### src/rtl/mp3_pkg.sv
// mp3_pkg: shared definitions for the MP3 command scheduler.
//   - state_t   : scheduler FSM encoding (IDLE, REQ, WAIT_FRAME)
//   - CMD_*     : bit index of each user command in the pending/event vectors
//   - *_DEF     : default widths for track index and volume
package mp3_pkg;

  localparam int TRACK_W_DEF = 3;
  localparam int VOL_W_DEF   = 4;

  localparam int CMD_NEXT = 0;
  localparam int CMD_PRE  = 1;
  localparam int CMD_VOLP = 2;
  localparam int CMD_VOLD = 3;
  localparam int NUM_CMDS = 4;

  typedef enum logic [1:0] {
    IDLE       = 2'd0,
    REQ        = 2'd1,
    WAIT_FRAME = 2'd2
  } state_t;

endpackage

### src/rtl/mp3_cmd_scheduler_btn_debounce.sv
// btn_debounce: synchroniser, debounce filter and rising-edge event for one
// raw push button.
//   i_clk, i_rst : clock, asynchronous active-high reset
//   i_raw        : raw asynchronous button level (active-high)
//   o_event      : one-cycle pulse on each accepted press
// Event latency from a raw rising edge: 2 (sync) + DEB_CYCLES (filter) + 1.
// Optional macro MP3_CMD_REPEAT_EN adds REPEAT_EN/REPEAT_CYCLES: while the
// filtered level stays high, the event is regenerated every REPEAT_CYCLES.
module btn_debounce #(
  parameter int DEB_CYCLES    = 1000000
`ifdef MP3_CMD_REPEAT_EN
  , parameter bit REPEAT_EN     = 1'b0
  , parameter int REPEAT_CYCLES = 25000000
`endif
) (
  input  logic i_clk,
  input  logic i_rst,
  input  logic i_raw,
  output logic o_event
);

  localparam int CNT_W = (DEB_CYCLES > 1) ? $clog2(DEB_CYCLES) : 1;
  localparam logic [CNT_W-1:0] CNT_LAST = CNT_W'(DEB_CYCLES - 1);

  logic             sync1;
  logic             sync2;
  logic             level;
  logic             level_q;
  logic [CNT_W-1:0] cnt;
  logic             rise;

  // cnt counts consecutive samples that disagree with the accepted level;
  // any agreeing sample restarts the window.
  always_ff @(posedge i_clk or posedge i_rst) begin
    if (i_rst) begin
      sync1   <= 1'b0;
      sync2   <= 1'b0;
      level   <= 1'b0;
      level_q <= 1'b0;
      cnt     <= '0;
    end else begin
      sync1   <= i_raw;
      sync2   <= sync1;
      level_q <= level;
      if (sync2 == level) begin
        cnt <= '0;
      end else if (cnt == CNT_LAST) begin
        level <= sync2;
        cnt   <= '0;
      end else begin
        cnt <= cnt + CNT_W'(1);
      end
    end
  end

  assign rise = level & ~level_q;

`ifdef MP3_CMD_REPEAT_EN
  localparam int REP_W = (REPEAT_CYCLES > 1) ? $clog2(REPEAT_CYCLES) : 1;
  localparam logic [REP_W-1:0] REP_LAST = REP_W'(REPEAT_CYCLES - 1);

  logic [REP_W-1:0] rep_cnt;
  logic             rep_fire;

  // The period restarts on the first event and on every repeat.
  assign rep_fire = REPEAT_EN & level & ~rise & (rep_cnt == REP_LAST);

  always_ff @(posedge i_clk or posedge i_rst) begin
    if (i_rst) begin
      rep_cnt <= '0;
    end else if (!level || rise || rep_fire) begin
      rep_cnt <= '0;
    end else begin
      rep_cnt <= rep_cnt + REP_W'(1);
    end
  end

  assign o_event = rise | rep_fire;
`else
  assign o_event = rise;
`endif

endmodule

### src/rtl/mp3_cmd_scheduler.sv
// mp3_cmd_scheduler: debounces the player buttons, keeps them as pending
// commands, runs one track-load handshake at a time with the decoder, and
// commits the visible track/volume only on a frame-start pulse.
//   i_clk, i_rst                 : 100 MHz clock, async active-high reset
//   i_next, i_pre                : raw track buttons
//   i_vol_plus, i_vol_dec        : raw volume buttons
//   i_frame                      : one-cycle frame-start pulse
//   o_load_req, o_load_track     : load request / requested track to decoder
//   i_load_ack                   : one-cycle decoder acceptance
//   o_track, o_volume            : committed track index and volume
//   o_busy                       : FSM outside IDLE
//   o_err                        : one-cycle pulse on load-request timeout
//   o_state                      : FSM state, for observation
// Handshake: o_load_req rises with o_load_track valid and both hold until a
// one-cycle i_load_ack (accepted only in REQ) or the timeout; dropping
// o_load_req without an ack (timeout or reset) cancels the request.
// Optional macro MP3_CMD_REPEAT_EN: auto-repeat for the volume buttons.
module mp3_cmd_scheduler
  import mp3_pkg::*;
#(
  parameter int NUM_TRACKS    = 8,
  parameter int TRACK_W       = TRACK_W_DEF,
  parameter int VOL_W         = VOL_W_DEF,
  parameter int VOL_MAX       = 15,
  parameter int VOL_STEP      = 1,
  parameter int DEB_CYCLES    = 1000000,
  parameter int ACK_TIMEOUT   = 65535,
  parameter int REPEAT_CYCLES = 25000000
) (
  input  logic               i_clk,
  input  logic               i_rst,
  input  logic               i_next,
  input  logic               i_pre,
  input  logic               i_vol_plus,
  input  logic               i_vol_dec,
  input  logic               i_frame,
  output logic               o_load_req,
  output logic [TRACK_W-1:0] o_load_track,
  input  logic               i_load_ack,
  output logic [TRACK_W-1:0] o_track,
  output logic [VOL_W-1:0]   o_volume,
  output logic               o_busy,
  output logic               o_err,
  output state_t             o_state
);

  localparam int TMO_W = (ACK_TIMEOUT > 1) ? $clog2(ACK_TIMEOUT) : 1;
  localparam logic [TMO_W-1:0]   TMO_LAST   = TMO_W'(ACK_TIMEOUT - 1);
  localparam logic [TRACK_W-1:0] LAST_TRACK = TRACK_W'(NUM_TRACKS - 1);
  localparam logic [VOL_W:0]     MAX_EXT    = (VOL_W + 1)'(VOL_MAX);
  localparam logic [VOL_W:0]     STEP_EXT   = (VOL_W + 1)'(VOL_STEP);
  localparam logic [VOL_W-1:0]   VOL_RST    = VOL_W'(VOL_MAX / 2);

  logic [NUM_CMDS-1:0] raw;
  logic [NUM_CMDS-1:0] evt;

  assign raw[CMD_NEXT] = i_next;
  assign raw[CMD_PRE]  = i_pre;
  assign raw[CMD_VOLP] = i_vol_plus;
  assign raw[CMD_VOLD] = i_vol_dec;

  for (genvar g = 0; g < NUM_CMDS; g++) begin : g_btn
    btn_debounce #(
      .DEB_CYCLES(DEB_CYCLES)
`ifdef MP3_CMD_REPEAT_EN
      , .REPEAT_EN((g == CMD_VOLP) || (g == CMD_VOLD))
      , .REPEAT_CYCLES(REPEAT_CYCLES)
`endif
    ) u_btn (
      .i_clk  (i_clk),
      .i_rst  (i_rst),
      .i_raw  (raw[g]),
      .o_event(evt[g])
    );
  end

  state_t              state, state_n;
  logic [NUM_CMDS-1:0] pend, pend_n, clr;
  logic [VOL_W-1:0]    staged_vol, staged_n, volume_n;
  logic [TMO_W-1:0]    tmo_cnt, tmo_n;
  logic                load_req_n, err_n;
  logic [TRACK_W-1:0]  load_track_n, track_n, track_inc, track_dec;
  logic [VOL_W:0]      vol_ext, vol_up, vol_dn;

  // One extra bit so the increment cannot wrap before saturation.
  assign vol_ext = {1'b0, staged_vol};
  assign vol_up  = ((vol_ext + STEP_EXT) > MAX_EXT) ? MAX_EXT : (vol_ext + STEP_EXT);
  assign vol_dn  = (vol_ext < STEP_EXT) ? '0 : (vol_ext - STEP_EXT);

  assign track_inc = (o_track == LAST_TRACK) ? '0 : (o_track + TRACK_W'(1));
  assign track_dec = (o_track == '0) ? LAST_TRACK : (o_track - TRACK_W'(1));

  always_comb begin
    state_n      = state;
    load_req_n   = o_load_req;
    load_track_n = o_load_track;
    track_n      = o_track;
    staged_n     = staged_vol;
    tmo_n        = tmo_cnt;
    err_n        = 1'b0;
    clr          = '0;
    case (state)
      IDLE: begin
        tmo_n = '0;
        // Opposing presses cancel each other.
        if (pend[CMD_VOLP] && pend[CMD_VOLD]) begin
          clr[CMD_VOLP] = 1'b1;
          clr[CMD_VOLD] = 1'b1;
        end else if (pend[CMD_VOLP]) begin
          staged_n      = vol_up[VOL_W-1:0];
          clr[CMD_VOLP] = 1'b1;
        end else if (pend[CMD_VOLD]) begin
          staged_n      = vol_dn[VOL_W-1:0];
          clr[CMD_VOLD] = 1'b1;
        end
        if (pend[CMD_NEXT] && pend[CMD_PRE]) begin
          clr[CMD_NEXT] = 1'b1;
          clr[CMD_PRE]  = 1'b1;
        end else if (pend[CMD_NEXT] || pend[CMD_PRE]) begin
          load_track_n  = pend[CMD_NEXT] ? track_inc : track_dec;
          load_req_n    = 1'b1;
          clr[CMD_NEXT] = 1'b1;
          clr[CMD_PRE]  = 1'b1;
          state_n       = REQ;
        end
      end
      REQ: begin
        if (i_load_ack) begin
          load_req_n = 1'b0;
          state_n    = WAIT_FRAME;
        end else if (tmo_cnt == TMO_LAST) begin
          load_req_n = 1'b0;
          err_n      = 1'b1;
          state_n    = IDLE;
        end else begin
          tmo_n = tmo_cnt + TMO_W'(1);
        end
      end
      WAIT_FRAME: begin
        if (i_frame) begin
          track_n = o_load_track;
          state_n = IDLE;
        end
      end
      default: state_n = IDLE;
    endcase
    // A new event wins over a clear in the same cycle, so it is never lost.
    pend_n   = (pend & ~clr) | evt;
    volume_n = i_frame ? staged_vol : o_volume;
  end

  always_ff @(posedge i_clk or posedge i_rst) begin
    if (i_rst) begin
      state        <= IDLE;
      pend         <= '0;
      o_load_req   <= 1'b0;
      o_load_track <= '0;
      o_track      <= '0;
      o_volume     <= VOL_RST;
      staged_vol   <= VOL_RST;
      tmo_cnt      <= '0;
      o_err        <= 1'b0;
    end else begin
      state        <= state_n;
      pend         <= pend_n;
      o_load_req   <= load_req_n;
      o_load_track <= load_track_n;
      o_track      <= track_n;
      o_volume     <= volume_n;
      staged_vol   <= staged_n;
      tmo_cnt      <= tmo_n;
      o_err        <= err_n;
    end
  end

  assign o_busy  = (state != IDLE);
  assign o_state = state;

endmodule

### config.mk
export PLATFORM = sky130hd
export DESIGN_NAME = mp3_cmd_scheduler
export DESIGN_NICKNAME = d
export VERILOG_FILES = /design/src/rtl/mp3_pkg.sv /design/src/rtl/mp3_cmd_scheduler_btn_debounce.sv /design/src/rtl/mp3_cmd_scheduler.sv
export SDC_FILE = /design/constraint.sdc
export NUM_CORES = 1
export LEC_CHECK = 0
export ABC_AREA = 1
export CORE_ASPECT_RATIO = 0.7
export CORE_MARGIN = 5
export CORE_UTILIZATION = 25
export CTS_BUF_LIST = sky130_fd_sc_hd__clkbuf_8
export CTS_CLUSTER_SIZE = 8
export DETAILED_ROUTE_END_ITERATION = 16
export PLACE_DENSITY_LB_ADDON = 0.12
export RECOVER_POWER = 50
export REMOVE_ABC_BUFFERS = 1
export SLEW_MARGIN = 0
export SYNTH_ARGS = -nofsm -noshare
export SYNTH_HDL_FRONTEND = slang
export SYNTH_HIERARCHICAL = 1
export SYNTH_SLANG_ARGS = --single-unit
### constraint.sdc
create_clock -name i_clk -period 4.2 [get_ports i_clk]
set_input_delay 1.05 -clock i_clk [delete_from_list [all_inputs] [get_ports i_clk]]
set_output_delay 1.05 -clock i_clk [all_outputs]
set_load 0.02 [all_outputs]
Word level (Yosys, flattened, before mapping). Cells that the tools add are included.

Output and inout port bits: 15. Input port bits: 8. Word-level logic and storage cells: 132. Bits in registers: 134.

Equality and inequality tests: 18. Muxes and demuxes: 39. Bitwise gates (word level): 17. $add $sub $neg: 9. Magnitude comparators: 2. Reduce and logical (&&, ||, !) cells: 18.

Operators by type and width (number): $mux W20 (8); $add A20 B1 Y20 const B (4); $eq A20 B20 Y1 const B (4); $mux W16 (2); $pmux W16 S2 (1); $mux W4 (5); $add A16 B1 Y16 const B (1); $eq A16 B16 Y1 const B (1); $mux W2 (8); $mux W1 (10); $ne A2 B2 Y1 const B (5); $not A1 Y1 (10); $reduce_and A2 Y1 (5); $mux W3 (3); $reduce_and A3 Y1 (3); $reduce_and A4 Y1 (2); $pmux W2 S3 (1); $reduce_bool A2 Y1 (3); $add A4 B1 Y5 const B (1); $gt A5 B4 Y1 const B (1); $and A1 B1 Y1 (4); $and A4 B4 Y4 (1); $eq A1 B1 Y1 (4); $lt A4 B1 Y1 const B (1); 14 further kinds (15).

Longest topological paths before layout. Gate-level depths: netlist (run 1).

Word-level depth: 7. Mapped depth: 11. Depth with buffers taken out: 10.

Modules after synthesis. The synthesis (run 1) kept the hierarchy.

By module, submodules not included: btn_debounce (instances 4, area each 1297.5 µm², cells an instance 164, seq. area each 600.6 µm²); mp3_cmd_scheduler (instances 1, area each 2253.4 µm², cells an instance 288, seq. area each 958.4 µm²).

Least setup slack after synthesis (run 1). Ideal clock, no wire load.

Path type: register to output. Start point: register state[0], in the netlist o_state[0]. End point: output o_busy. Stages on the path, launching flop included: 3. Buffers on the path: 0. Setup slack: 2.283 ns. Arrival time: 0.867 ns. Required time: 3.150 ns. Cells stage by stage: dfrtp_1 -> nor2_4 -> inv_1.

Longest elaborated chain between the ends: 1.

RTL lines: start, declared (RTL line mp3_cmd_scheduler.sv:77) `state_t state, state_n;`; start signal, assigned (RTL line mp3_cmd_scheduler.sv:164) `state <= state_n;`; $reduce_bool A2 Y1 (RTL line mp3_cmd_scheduler.sv:176) `assign o_busy = (state != IDLE);`; end, declared (RTL line mp3_cmd_scheduler.sv:42) `output logic o_busy,`.

No other way between the ends.

Worst setup path in the final report (run 1). Same ends and word-level chain as after synthesis.

==> run_summary.xml, run 1 <==
<?xml version="1.0" encoding="UTF-8"?>
<metrics>
  <group name="floorplan">
    <metric name="die-area" unit="µm²">33380</metric>
    <metric name="coreArea" unit="µm²">29150</metric>
    <metric name="initial_core_util" unit="">0.2554</metric>
    <metric name="io_pins" unit="">23</metric>
    <metric name="core.rowCount" unit="">52</metric>
    <metric name="die_h" unit="µm">154.4</metric>
    <metric name="die_w" unit="µm">216.2</metric>
  </group>
  <group name="timing">
    <metric name="grt_setup_unrepaired" unit="">false</metric>
    <metric name="relSlewSlack" unit="">0.3351</metric>
    <metric name="setup-violations-final" unit="">0</metric>
    <metric name="post-route-period-util" unit="">0.7620</metric>
    <metric name="maxSlewViolCount" unit="">0</metric>
    <metric name="max_freq" unit="GHz">0.3125</metric>
    <metric name="period_minus_slack" unit="ns">3.200</metric>
    <metric name="fin_setup_tns" unit="ns">0</metric>
    <metric name="tightestPinTransition" unit="ns">0.9973</metric>
    <metric name="hold_viol_final" unit="">0</metric>
    <metric name="clock-skew-final" unit="ns">0.01037</metric>
    <metric name="hold_ws" unit="ns">0.3519</metric>
  </group>
  <group name="logic_synthesis">
    <metric name="dominantRegCellSynth" unit="">dfrtp_1</metric>
    <metric name="mappedNetlistArea" unit="µm²">7443</metric>
    <metric name="asyncSetResetFlopFracSynth" unit="">1.000</metric>
    <metric name="postSynthAreaPerCell" unit="µm²">7.885</metric>
    <metric name="yosysUniqueCellTypes" unit="">35</metric>
    <metric name="postSynthCellCount" unit="">944</metric>
    <metric name="synth.top_cell.area_share" unit="">0.4303</metric>
    <metric name="ys_seq_elements" unit="">134</metric>
    <metric name="sequential_area_share_after_synthesis" unit="">0.4515</metric>
    <metric name="synth.yosys.warnings" unit="">6</metric>
    <metric name="ranking_of_synthesized_cells_by_area" unit="">dfrtp_1, nor2_1, nand2_1, inv_1, nand3_1</metric>
    <metric name="yosys.area.top_type" unit="">dfrtp_1</metric>
    <metric name="synth_enable_flop_cells" unit="">0</metric>
  </group>
  <group name="clock_tree">
    <metric name="clkTransAtPathRegs" unit="ns">0.07</metric>
    <metric name="cts.hold.buffers_added" unit="">0</metric>
    <metric name="cts.sinks" unit="">134</metric>
    <metric name="cts_tree" unit="">built</metric>
    <metric name="ctsRootBufferMaster" unit="">clkbuf_8</metric>
    <metric name="clk-insertion-delay-late" unit="ns">0.47</metric>
    <metric name="cts-buffers-inserted" unit="">17</metric>
    <metric name="cts_setup_buffers" unit="">0</metric>
    <metric name="cts-htree-levels" unit="">4</metric>
    <metric name="cts_resized" unit="">0</metric>
    <metric name="cts_max_path_buffers" unit="">2</metric>
  </group>
  <group name="placed_design">
    <metric name="port_buffers" unit="">22</metric>
    <metric name="postPlaceCellArea" unit="µm²">8113</metric>
    <metric name="dpl.hpwl" unit="µm">13360</metric>
    <metric name="gp_congestion" unit="">0.7897</metric>
  </group>
  <group name="detailed_routing">
    <metric name="drc" unit="">0</metric>
    <metric name="drt-wirelength-per-cell" unit="µm">13.16</metric>
    <metric name="drt_pass1_iterations" unit="">5</metric>
    <metric name="routed.top_layer" unit="">met4</metric>
    <metric name="detailedRoute.firstIterationViolations" unit="">299</metric>
    <metric name="routed_via_density" unit="">4.274</metric>
    <metric name="met1_length" unit="µm">10780</metric>
    <metric name="routed-via-count" unit="">5868</metric>
    <metric name="met2_wirelength" unit="µm">6537</metric>
    <metric name="detailroute.wirelength.met3" unit="µm">549</metric>
    <metric name="drt_wl_total" unit="µm">18060</metric>
    <metric name="drt.antenna.violating_nets" unit="">0</metric>
  </group>
  <group name="pwr">
    <metric name="switching_power" unit="mW">0.7907</metric>
    <metric name="maximum_vdd_drop" unit="µV">150.3</metric>
    <metric name="share_comb_of_total_power" unit="">0.107</metric>
    <metric name="intPower" unit="mW">2.168</metric>
    <metric name="power_frac_seq" unit="">0.461</metric>
    <metric name="powerDensity" unit="nW/µm²">348.0</metric>
    <metric name="leakage" unit="nW">3.557</metric>
    <metric name="power.switching_fraction" unit="">0.2672</metric>
    <metric name="power.clock.fraction" unit="">0.432</metric>
  </group>
  <group name="grt">
    <metric name="antenna_found_initial" unit="">0</metric>
    <metric name="grt_pass1_wl" unit="µm">30370</metric>
    <metric name="grt_max_degree" unit="">25</metric>
    <metric name="number_of_global_route_vias_before_repair" unit="">5695</metric>
    <metric name="grtUsageTotal" unit="">0.1132</metric>
    <metric name="grt.overflow.total" unit="">0</metric>
  </group>
  <group name="final_layout">
    <metric name="antenna-diode-count" unit="">0</metric>
    <metric name="layout.cells.most_common" unit="">nor2_1</metric>
    <metric name="final_cell_area" unit="µm²">8503</metric>
    <metric name="multi_input_area" unit="µm²">3598</metric>
    <metric name="drive_above_1_share" unit="">0.1015</metric>
    <metric name="layout.area.seq" unit="µm²">3361</metric>
    <metric name="area_growth" unit="%">14.24</metric>
    <metric name="layout_common_cells" unit="">nor2_1, nand2_1, dfrtp_1</metric>
    <metric name="finish.net_count" unit="">1007</metric>
    <metric name="num-fill-cells" unit="">3164</metric>
  </group>
  <group name="min_path">
    <metric name="min-delay-start" unit="">g_btn[3].u_btn/sync1$_DFF_PP0_</metric>
    <metric name="min_path_type" unit="">flip-flop to flip-flop</metric>
  </group>
  <group name="setup_path">
    <metric name="critical_path_required" unit="ns">3.15</metric>
    <metric name="crit_path_end" unit="">o_busy</metric>
    <metric name="critical_setup_path_class" unit="">flip-flop to output port</metric>
    <metric name="critPathMaxFanout" unit="">6</metric>
    <metric name="ff2ff_setup_slack" unit="ns">2.31</metric>
    <metric name="critPathLaunchType" unit="">flip-flop</metric>
    <metric name="timing.critical_path.from" unit="">o_state[0]$_DFFE_PP0P_</metric>
    <metric name="rr_startpoint" unit="">o_state[0]$_DFFE_PP0P_</metric>
    <metric name="cp.arrival" unit="ns">2.15</metric>
    <metric name="reg2reg_depth" unit="">5</metric>
    <metric name="timing.critical_path.to_type" unit="">output port</metric>
    <metric name="timing.rr.end" unit="">staged_vol[0]$_DFFE_PP1P_</metric>
  </group>
  <group name="run_status">
    <metric name="status" unit="">finished, final reports clean</metric>
  </group>
  <group name="job">
    <metric name="max_cap_violations" unit="">0</metric>
  </group>
</metrics>
## layout make-up
type | count | share of cell area
clock buffers | 24 | 0.03885
clock inverters | 8 | 0.01663
inverters | 100 | 0.04414
multi-input cells | 706 | 0.4232
flip-flops and latches | 134 | 0.3952
well taps | 378 | 0.05562
repair buffers | 23 | 0.02634
## synth_stat cells (6+ instances only)
cell	number
xnor2_1	11
nor2_1	196
nand2_1	174
dfstp_2	6
ha_1	17
nand3_1	68
o21ai_1	10
nor2_4	6
a21oi_1	18
inv_1	96
o21ai_0	35
o21bai_1	6
nand2_2	22
nand4_1	22
xor2_1	35
nor2_2	39
nor3_1	12
dfrtp_1	128
## layer usage
layer	GRT usage	up-vias
met2	0.1406	58
li1	-	3082
met4	0.03481	0
met1	0.1837	2713
met5	0	-
met3	0.03048	15
## sequential cells by signal, indices dropped and copies added, names as in the netlist
register             count
pend                     4
g_btn.u_btn/sync2        4
g_btn.u_btn/level        4
o_err                    1
o_volume                 4
o_state                  2
staged_vol               4
o_load_req               1
o_track                  3
g_btn.u_btn/cnt         80
o_load_track             3
g_btn.u_btn/level_q      4
tmo_cnt                 16
g_btn.u_btn/sync1        4
## worst min-delay path by stage
stage | end | slack (ns) | cells after the start
final | g_btn[3].u_btn/sync2$_DFF_PP0_ | 0.35 | 0
after global routing | g_btn[2].u_btn/sync2$_DFF_PP0_ | 0.37 | 0
after CTS | g_btn[2].u_btn/sync2$_DFF_PP0_ | 0.36 | 0
after detailed placement | g_btn[2].u_btn/sync2$_DFF_PP0_ | 0.34 | 0
after global placement | g_btn[2].u_btn/sync2$_DFF_PP0_ | 0.34 | 0
after floorplan | g_btn[0].u_btn/sync2$_DFF_PP0_ | 0.33 | 0
## cell families after synthesis
kind of cell               count (synthesis)  synth area share
and+or+nand+nor                          560            0.3436
buffers and inverters                    104           0.05463
xor gates and xnor gates                  50           0.06287
adders and majority gates                 17           0.02858
DFF                                      134            0.4515
AOI/OAI and AO/OA                         79           0.05883
## critical path: stages (launching register included)
cell             delay (ns)
dfrtp_1                0.42
nor2_1                 0.42
inv_1                  0.25
clkdlybuf4s50_1        0.60
## power groups by stage
stage / clock network (mW) / registers (mW) / logic, mW
after floorplan: 0 / 1.40 / 0.189
after global placement: 0 / 1.39 / 0.339
after detailed placement: 0 / 1.39 / 0.337
after CTS: 1.34 / 1.37 / 0.338
after global routing: 1.39 / 1.37 / 0.360
final: 1.28 / 1.36 / 0.316
## stage by stage
step	power, mW	setup WS (ns)	utilization	instances
4_1_cts	3.045	1.182	0.2945	1373
6_report	2.959	0.9995	0.2917	1373
5_1_grt	3.121	0.7858	0.2917	1373
2_1_floorplan	1.591	2.283	-	940
3_3_place_gp	1.733	1.646	0.2783	1341
3_5_place_dp	1.731	1.637	0.2783	1341
Note: power is estimated with default switching activity, not from simulation.
==> run 2: changes to the inputs <==
==> constraint.sdc (replaced) <==
create_clock -name i_clk -period 2.9 [get_ports i_clk]
set_input_delay 0.725 -clock i_clk [delete_from_list [all_inputs] [get_ports i_clk]]
set_output_delay 0.725 -clock i_clk [all_outputs]
set_load 0.02 [all_outputs]
==> run_summary.xml, run 2 (same netlist as run 1, synthesis figures left out) <==
<?xml version="1.0" encoding="UTF-8"?>
<metrics>
  <group name="run_status">
    <metric name="status" unit="">finished, final reports clean</metric>
  </group>
  <group name="placed_design">
    <metric name="dpl.hpwl" unit="µm">13360</metric>
    <metric name="dpl.cell_count" unit="">1345</metric>
    <metric name="port_buffers" unit="">22</metric>
    <metric name="postPlaceCellArea" unit="µm²">8143</metric>
    <metric name="gp_congestion" unit="">0.7656</metric>
  </group>
  <group name="timing">
    <metric name="max_freq" unit="GHz">0.3851</metric>
    <metric name="fin_setup_tns" unit="ns">0</metric>
    <metric name="grt_setup_unrepaired" unit="">false</metric>
    <metric name="post-route-period-util" unit="">0.8954</metric>
    <metric name="relSlewSlack" unit="">0.06244</metric>
    <metric name="maxSlewViolCount" unit="">0</metric>
    <metric name="clock-skew-final" unit="ns">0.01641</metric>
    <metric name="hold_viol_final" unit="">0</metric>
    <metric name="setup-violations-final" unit="">0</metric>
    <metric name="tightestPinTransition" unit="ns">1.406</metric>
    <metric name="period_minus_slack" unit="ns">2.597</metric>
  </group>
  <group name="clock_tree">
    <metric name="cts.sinks" unit="">134</metric>
    <metric name="clkTransAtPathRegs" unit="ns">0.08</metric>
    <metric name="cts.hold.buffers_added" unit="">0</metric>
    <metric name="cts_resized" unit="">0</metric>
    <metric name="cts_setup_buffers" unit="">0</metric>
    <metric name="ctsRootBufferMaster" unit="">clkbuf_8</metric>
    <metric name="cts-htree-levels" unit="">4</metric>
    <metric name="cts_max_path_buffers" unit="">2</metric>
    <metric name="cts_tree" unit="">built</metric>
    <metric name="clk-insertion-delay-late" unit="ns">0.46</metric>
    <metric name="cts-buffers-inserted" unit="">17</metric>
  </group>
  <group name="floorplan">
    <metric name="core.rowCount" unit="">52</metric>
    <metric name="die-area" unit="µm²">33380</metric>
    <metric name="io_pins" unit="">23</metric>
    <metric name="die_h" unit="µm">154.4</metric>
    <metric name="initial_core_util" unit="">0.2554</metric>
    <metric name="die_w" unit="µm">216.2</metric>
    <metric name="coreArea" unit="µm²">29150</metric>
  </group>
  <group name="final_layout">
    <metric name="largest_register_ffs" unit="">80</metric>
    <metric name="drive_above_1_share" unit="">0.1151</metric>
    <metric name="finish.cell_count_without_fillers" unit="">1377</metric>
    <metric name="registers.top_by_ff_count" unit="">g_btn.u_btn/cnt</metric>
    <metric name="largest_registers" unit="">g_btn.u_btn/cnt (80), tmo_cnt (16)</metric>
    <metric name="num-fill-cells" unit="">3155</metric>
    <metric name="area_growth" unit="%">14.41</metric>
    <metric name="multi_input_area" unit="µm²">3643</metric>
    <metric name="layout_common_cells" unit="">nor2_1, nand2_1, dfrtp_1</metric>
    <metric name="layout.area.seq" unit="µm²">3361</metric>
    <metric name="final_cell_area" unit="µm²">8516</metric>
    <metric name="antenna-diode-count" unit="">0</metric>
    <metric name="layout.cells.most_common" unit="">nor2_1</metric>
    <metric name="finish.net_count" unit="">1011</metric>
  </group>
  <group name="min_path">
    <metric name="worst_hold_path.endpoint" unit="">g_btn[1].u_btn/sync2$_DFF_PP0_</metric>
    <metric name="whs_path_depth" unit="">0</metric>
    <metric name="min_path_type" unit="">flip-flop to flip-flop</metric>
    <metric name="min-delay-start" unit="">g_btn[1].u_btn/sync1$_DFF_PP0_</metric>
  </group>
  <group name="pwr">
    <metric name="maximum_vdd_drop" unit="µV">250.7</metric>
    <metric name="powerDensity" unit="nW/µm²">488.9</metric>
    <metric name="leakage" unit="nW">3.533</metric>
  </group>
  <group name="detailed_routing">
    <metric name="drt_wl_total" unit="µm">18100</metric>
    <metric name="routed_via_density" unit="">4.321</metric>
    <metric name="drt-wirelength-per-cell" unit="µm">13.14</metric>
    <metric name="drt_pass1_iterations" unit="">5</metric>
    <metric name="drc" unit="">0</metric>
    <metric name="detailedRoute.firstIterationViolations" unit="">368</metric>
    <metric name="routed-via-count" unit="">5950</metric>
    <metric name="drt.antenna.violating_nets" unit="">0</metric>
  </group>
  <group name="setup_path">
    <metric name="timing.rr.end" unit="">tmo_cnt[9]$_DFFE_PP0P_</metric>
    <metric name="critical_setup_path_class" unit="">flip-flop to output port</metric>
    <metric name="critPathLaunchType" unit="">flip-flop</metric>
    <metric name="critPathMaxFanout" unit="">6</metric>
    <metric name="cp.arrival" unit="ns">1.87</metric>
    <metric name="timing.critical_path.to_type" unit="">output port</metric>
    <metric name="ff2ff_setup_slack" unit="ns">1.08</metric>
    <metric name="critical_path_required" unit="ns">2.17</metric>
    <metric name="reg2reg_depth" unit="">9</metric>
    <metric name="rr_startpoint" unit="">tmo_cnt[0]$_DFFE_PP0P_</metric>
  </group>
  <group name="grt">
    <metric name="grt.overflow.total" unit="">0</metric>
    <metric name="antenna_found_initial" unit="">1</metric>
    <metric name="grtUsageTotal" unit="">0.1132</metric>
    <metric name="number_of_global_route_vias_before_repair" unit="">5769</metric>
    <metric name="grt_max_degree" unit="">39</metric>
    <metric name="grt_pass1_wl" unit="µm">30600</metric>
  </group>
  <group name="job">
    <metric name="max_cap_violations" unit="">0</metric>
  </group>
</metrics>
## run 2: changes by cell type in the layout (fill, tap and decap cells not counted), moves of 2 or more
cell        before  now
nand2_1        176  174
o21ai_2          2    4
clkinvlp_4       1    5
nor2_2          30   38
o21ai_0         37   35
clkbuf_1         1    4
nor2_1         206  197
nand2_2         20   22
clkbuf_8        24   17
## run 2: power breakdown
| group | total (mW) | leakage [nW] | internal, mW | switching (mW) |
|---|---|---|---|---|
| Combinational | 0.472 | 1.51 | 0.134 | 0.337 |
| Clock | 1.71 | 0.206 | 0.925 | 0.789 |
| Sequential | 1.98 | 1.82 | 1.92 | 0.0582 |
| Total | 4.16 | 3.53 | 2.98 | 1.18 |
## run 2: worst max path at each step
stage	start	end	slack, ns	depth (start not counted)
floorplan	o_state[0]$_DFFE_PP0P_	o_busy	1.31	2
global placement	i_load_ack	tmo_cnt[9]$_DFFE_PP0P_	0.79	6
detailed placement	o_state[0]$_DFFE_PP0P_	o_busy	0.76	3
CTS	o_state[0]$_DFFE_PP0P_	o_busy	0.22	3
global route	o_state[0]$_DFFE_PP0P_	o_busy	0.16	3
finish	o_state[0]$_DFFE_PP0P_	o_busy	0.30	3
## run 2: layout make-up
class / count / share of cell area
Sequential cell: 134 / 0.3947
Timing Repair Buffer: 27 / 0.02821
Inverter: 100 / 0.04408
Clock inverter: 15 / 0.02219
Clock buffer: 17 / 0.02748
Tap cell: 378 / 0.05554
Multi-Input combinational cell: 706 / 0.4279
## run 2: metrics by stage
step	worst slack, ns	util	total power [mW]	hold slack (ns)
2_1_floorplan	1.308	-	2.305	0.3312
3_3_place_gp	0.7922	0.2794	2.510	0.3331
3_5_place_dp	0.7635	0.2794	2.511	0.3347
4_1_cts	0.2171	0.2939	4.285	0.3551
5_1_grt	0.1642	0.2922	4.426	0.3681
6_report	0.3034	0.2922	4.164	0.3518
## run 2: worst max-delay path: stages (launching register included)
cell	delay (ns)
dfrtp_1	0.44
nor2_4	0.22
inv_1	0.16
clkdlybuf4s50_1	0.58
## run 2: per-layer routing
metal  track usage  up-vias  wire (µm)
met1        0.1804     2751      10520
met3       0.02814       17        627
met5             0        -         11
li1              -     3090          -
met4       0.03632        2        210
met2        0.1456       90       6730
==> run 3: changes to the inputs <==
--- a/config.mk
+++ b/config.mk
@@ -9,7 +9,6 @@
 export CORE_ASPECT_RATIO = 0.7
 export CORE_MARGIN = 5
 export CORE_UTILIZATION = 25
-export CTS_BUF_LIST = sky130_fd_sc_hd__clkbuf_8
 export CTS_CLUSTER_SIZE = 8
 export DETAILED_ROUTE_END_ITERATION = 16
 export PLACE_DENSITY_LB_ADDON = 0.12
==> constraint.sdc (replaced) <==
create_clock -name i_clk -period 2.9 [get_ports i_clk]
set_input_delay 0.58 -clock i_clk [delete_from_list [all_inputs] [get_ports i_clk]]
set_output_delay 0.58 -clock i_clk [all_outputs]
set_load 0.02 [all_outputs]
==> run_summary.xml, run 3 (same netlist as run 1, synthesis figures left out) <==
<?xml version="1.0" encoding="UTF-8"?>
<metrics>
  <group name="final_layout">
    <metric name="largest_register_ffs" unit="">80</metric>
    <metric name="layout.area.seq" unit="µm²">3361</metric>
    <metric name="registers.top_by_ff_count" unit="">g_btn.u_btn/cnt</metric>
    <metric name="largest_registers" unit="">g_btn.u_btn/cnt (80), tmo_cnt (16)</metric>
    <metric name="layout_common_cells" unit="">nor2_1, nand2_1, dfrtp_1</metric>
    <metric name="drive_above_1_share" unit="">0.1171</metric>
    <metric name="layout.cells.most_common" unit="">nor2_1</metric>
    <metric name="antenna-diode-count" unit="">0</metric>
    <metric name="area_growth" unit="%">17.33</metric>
    <metric name="finish.cell_count_without_fillers" unit="">1377</metric>
    <metric name="multi_input_area" unit="µm²">3646</metric>
    <metric name="finish.net_count" unit="">1011</metric>
    <metric name="num-fill-cells" unit="">3141</metric>
  </group>
  <group name="grt">
    <metric name="number_of_global_route_vias_before_repair" unit="">5750</metric>
    <metric name="grt_pass1_wl" unit="µm">30820</metric>
    <metric name="grtUsageTotal" unit="">0.1149</metric>
    <metric name="grt_max_degree" unit="">25</metric>
    <metric name="use_met3" unit="">0.03126</metric>
    <metric name="busiest_layer" unit="">met1</metric>
    <metric name="grt_use_met1" unit="">0.1838</metric>
    <metric name="grt.overflow.total" unit="">0</metric>
    <metric name="met2_use_gr" unit="">0.1438</metric>
    <metric name="antenna_found_initial" unit="">1</metric>
  </group>
  <group name="clock_tree">
    <metric name="cts.sinks" unit="">134</metric>
    <metric name="cts_max_path_buffers" unit="">2</metric>
    <metric name="cts_tree" unit="">built</metric>
    <metric name="ctsRootBufferMaster" unit="">clkbuf_16</metric>
    <metric name="cts_resized" unit="">0</metric>
    <metric name="cts.hold.buffers_added" unit="">0</metric>
    <metric name="cts-htree-levels" unit="">4</metric>
    <metric name="cts-buffers-inserted" unit="">17</metric>
    <metric name="cts_setup_buffers" unit="">0</metric>
    <metric name="clkTransAtPathRegs" unit="ns">0.06</metric>
    <metric name="clk-insertion-delay-late" unit="ns">0.44</metric>
  </group>
  <group name="setup_path">
    <metric name="critical_path_required" unit="ns">2.32</metric>
    <metric name="timing.critical_path.to_type" unit="">output port</metric>
    <metric name="critPathMaxFanout" unit="">6</metric>
    <metric name="critPathLaunchType" unit="">flip-flop</metric>
    <metric name="cp.arrival" unit="ns">1.89</metric>
    <metric name="critical_setup_path_class" unit="">flip-flop to output port</metric>
  </group>
  <group name="timing">
    <metric name="grt_setup_unrepaired" unit="">false</metric>
    <metric name="hold_viol_final" unit="">0</metric>
    <metric name="max_freq" unit="GHz">0.4049</metric>
    <metric name="relSlewSlack" unit="">0.05270</metric>
    <metric name="clock-skew-final" unit="ns">0.01360</metric>
    <metric name="fin_setup_tns" unit="ns">0</metric>
    <metric name="hold_ws" unit="ns">0.3470</metric>
    <metric name="tightestPinTransition" unit="ns">1.421</metric>
    <metric name="period_minus_slack" unit="ns">2.470</metric>
    <metric name="setup-violations-final" unit="">0</metric>
    <metric name="maxSlewViolCount" unit="">0</metric>
    <metric name="post-route-period-util" unit="">0.8516</metric>
  </group>
  <group name="placed_design">
    <metric name="dpl.hpwl" unit="µm">13580</metric>
    <metric name="port_buffers" unit="">22</metric>
    <metric name="dpl.cell_count" unit="">1345</metric>
    <metric name="gp_congestion" unit="">0.7998</metric>
  </group>
  <group name="pwr">
    <metric name="powerDensity" unit="nW/µm²">548.0</metric>
    <metric name="leakage" unit="nW">3.631</metric>
    <metric name="maximum_vdd_drop" unit="µV">247.0</metric>
  </group>
  <group name="detailed_routing">
    <metric name="drc" unit="">0</metric>
    <metric name="drt_wl_total" unit="µm">18210</metric>
    <metric name="detailedRoute.firstIterationViolations" unit="">355</metric>
    <metric name="routed-via-count" unit="">6002</metric>
    <metric name="drt_pass1_iterations" unit="">5</metric>
    <metric name="drt-wirelength-per-cell" unit="µm">13.22</metric>
    <metric name="drt.antenna.violating_nets" unit="">0</metric>
    <metric name="routed_via_density" unit="">4.359</metric>
  </group>
  <group name="floorplan">
    <metric name="die-area" unit="µm²">33380</metric>
    <metric name="io_pins" unit="">23</metric>
    <metric name="core.rowCount" unit="">52</metric>
    <metric name="die_w" unit="µm">216.2</metric>
    <metric name="die_h" unit="µm">154.4</metric>
    <metric name="initial_core_util" unit="">0.2554</metric>
    <metric name="coreArea" unit="µm²">29150</metric>
  </group>
  <group name="run_status">
    <metric name="status" unit="">finished, final reports clean</metric>
  </group>
  <group name="job">
    <metric name="max_cap_violations" unit="">0</metric>
  </group>
  <group name="min_path">
    <metric name="min_path_type" unit="">flip-flop to flip-flop</metric>
  </group>
</metrics>
run 3: per-layer routing:
| metal | wire length (µm) | vias to the layer above |
|---|---|---|
| li1 | - | 3096 |
| met3 | 733 | 28 |
| met4 | 282 | 2 |
| met5 | 7 | - |
| met1 | 10540 | 2788 |
| met2 | 6643 | 88 |
run 3: critical path: stages, from the launching register on:
cell	delay [ns]
dfrtp_1	0.44
nor2_4	0.23
inv_1	0.19
clkdlybuf4s50_1	0.59
run 3: worst paths after layout:
path	start	end	slack, ns	cells past startpoint
min in group asynchronous	i_rst	o_load_track[1]$_DFFE_PP0P_	0.78	2
worst min-delay path	g_btn[1].u_btn/sync1$_DFF_PP0_	g_btn[1].u_btn/sync2$_DFF_PP0_	0.35	0
worst max register to register	tmo_cnt[0]$_DFFE_PP0P_	tmo_cnt[15]$_DFFE_PP0P_	1.07	9
worst max-delay path	o_state[0]$_DFFE_PP0P_	o_busy	0.43	3
max in group asynchronous	i_rst	g_btn[0].u_btn/sync1$_DFF_PP0_	0.86	3
worst min register to register	g_btn[1].u_btn/sync1$_DFF_PP0_	g_btn[1].u_btn/sync2$_DFF_PP0_	0.35	0
run 3: final cells by class:
| cell class | instances | area share |
|---|---|---|
| Sequential cell | 134 | 0.3848 |
| Inverter | 100 | 0.04298 |
| Clock inverter | 13 | 0.02063 |
| Timing Repair Buffer | 27 | 0.02923 |
| Multi-Input combinational cell | 706 | 0.4175 |
| Tap cell | 378 | 0.05415 |
| Clock buffer | 19 | 0.05072 |
run 3: report_power, final:
group | internal [mW] | leakage [nW] | switching, mW
combinational | 0.137 | 1.52 | 0.338
sequential | 1.92 | 1.82 | 0.0580
clock | 1.46 | 0.299 | 0.875
total | 3.52 | 3.63 | 1.27
run 3: through the flow:
stage | power (mW) | utilization | area [µm²] | worst slack [ns]
floorplan | 2.305 | - | 7412 | 1.377
global placement | 2.511 | 0.2798 | 8155 | 0.9294
detailed placement | 2.510 | 0.2798 | 8155 | 0.8897
CTS | 4.887 | 0.3012 | 8778 | 0.3991
global route | 5.036 | 0.2996 | 8733 | 0.3210
finish | 4.786 | 0.2996 | 8733 | 0.4303
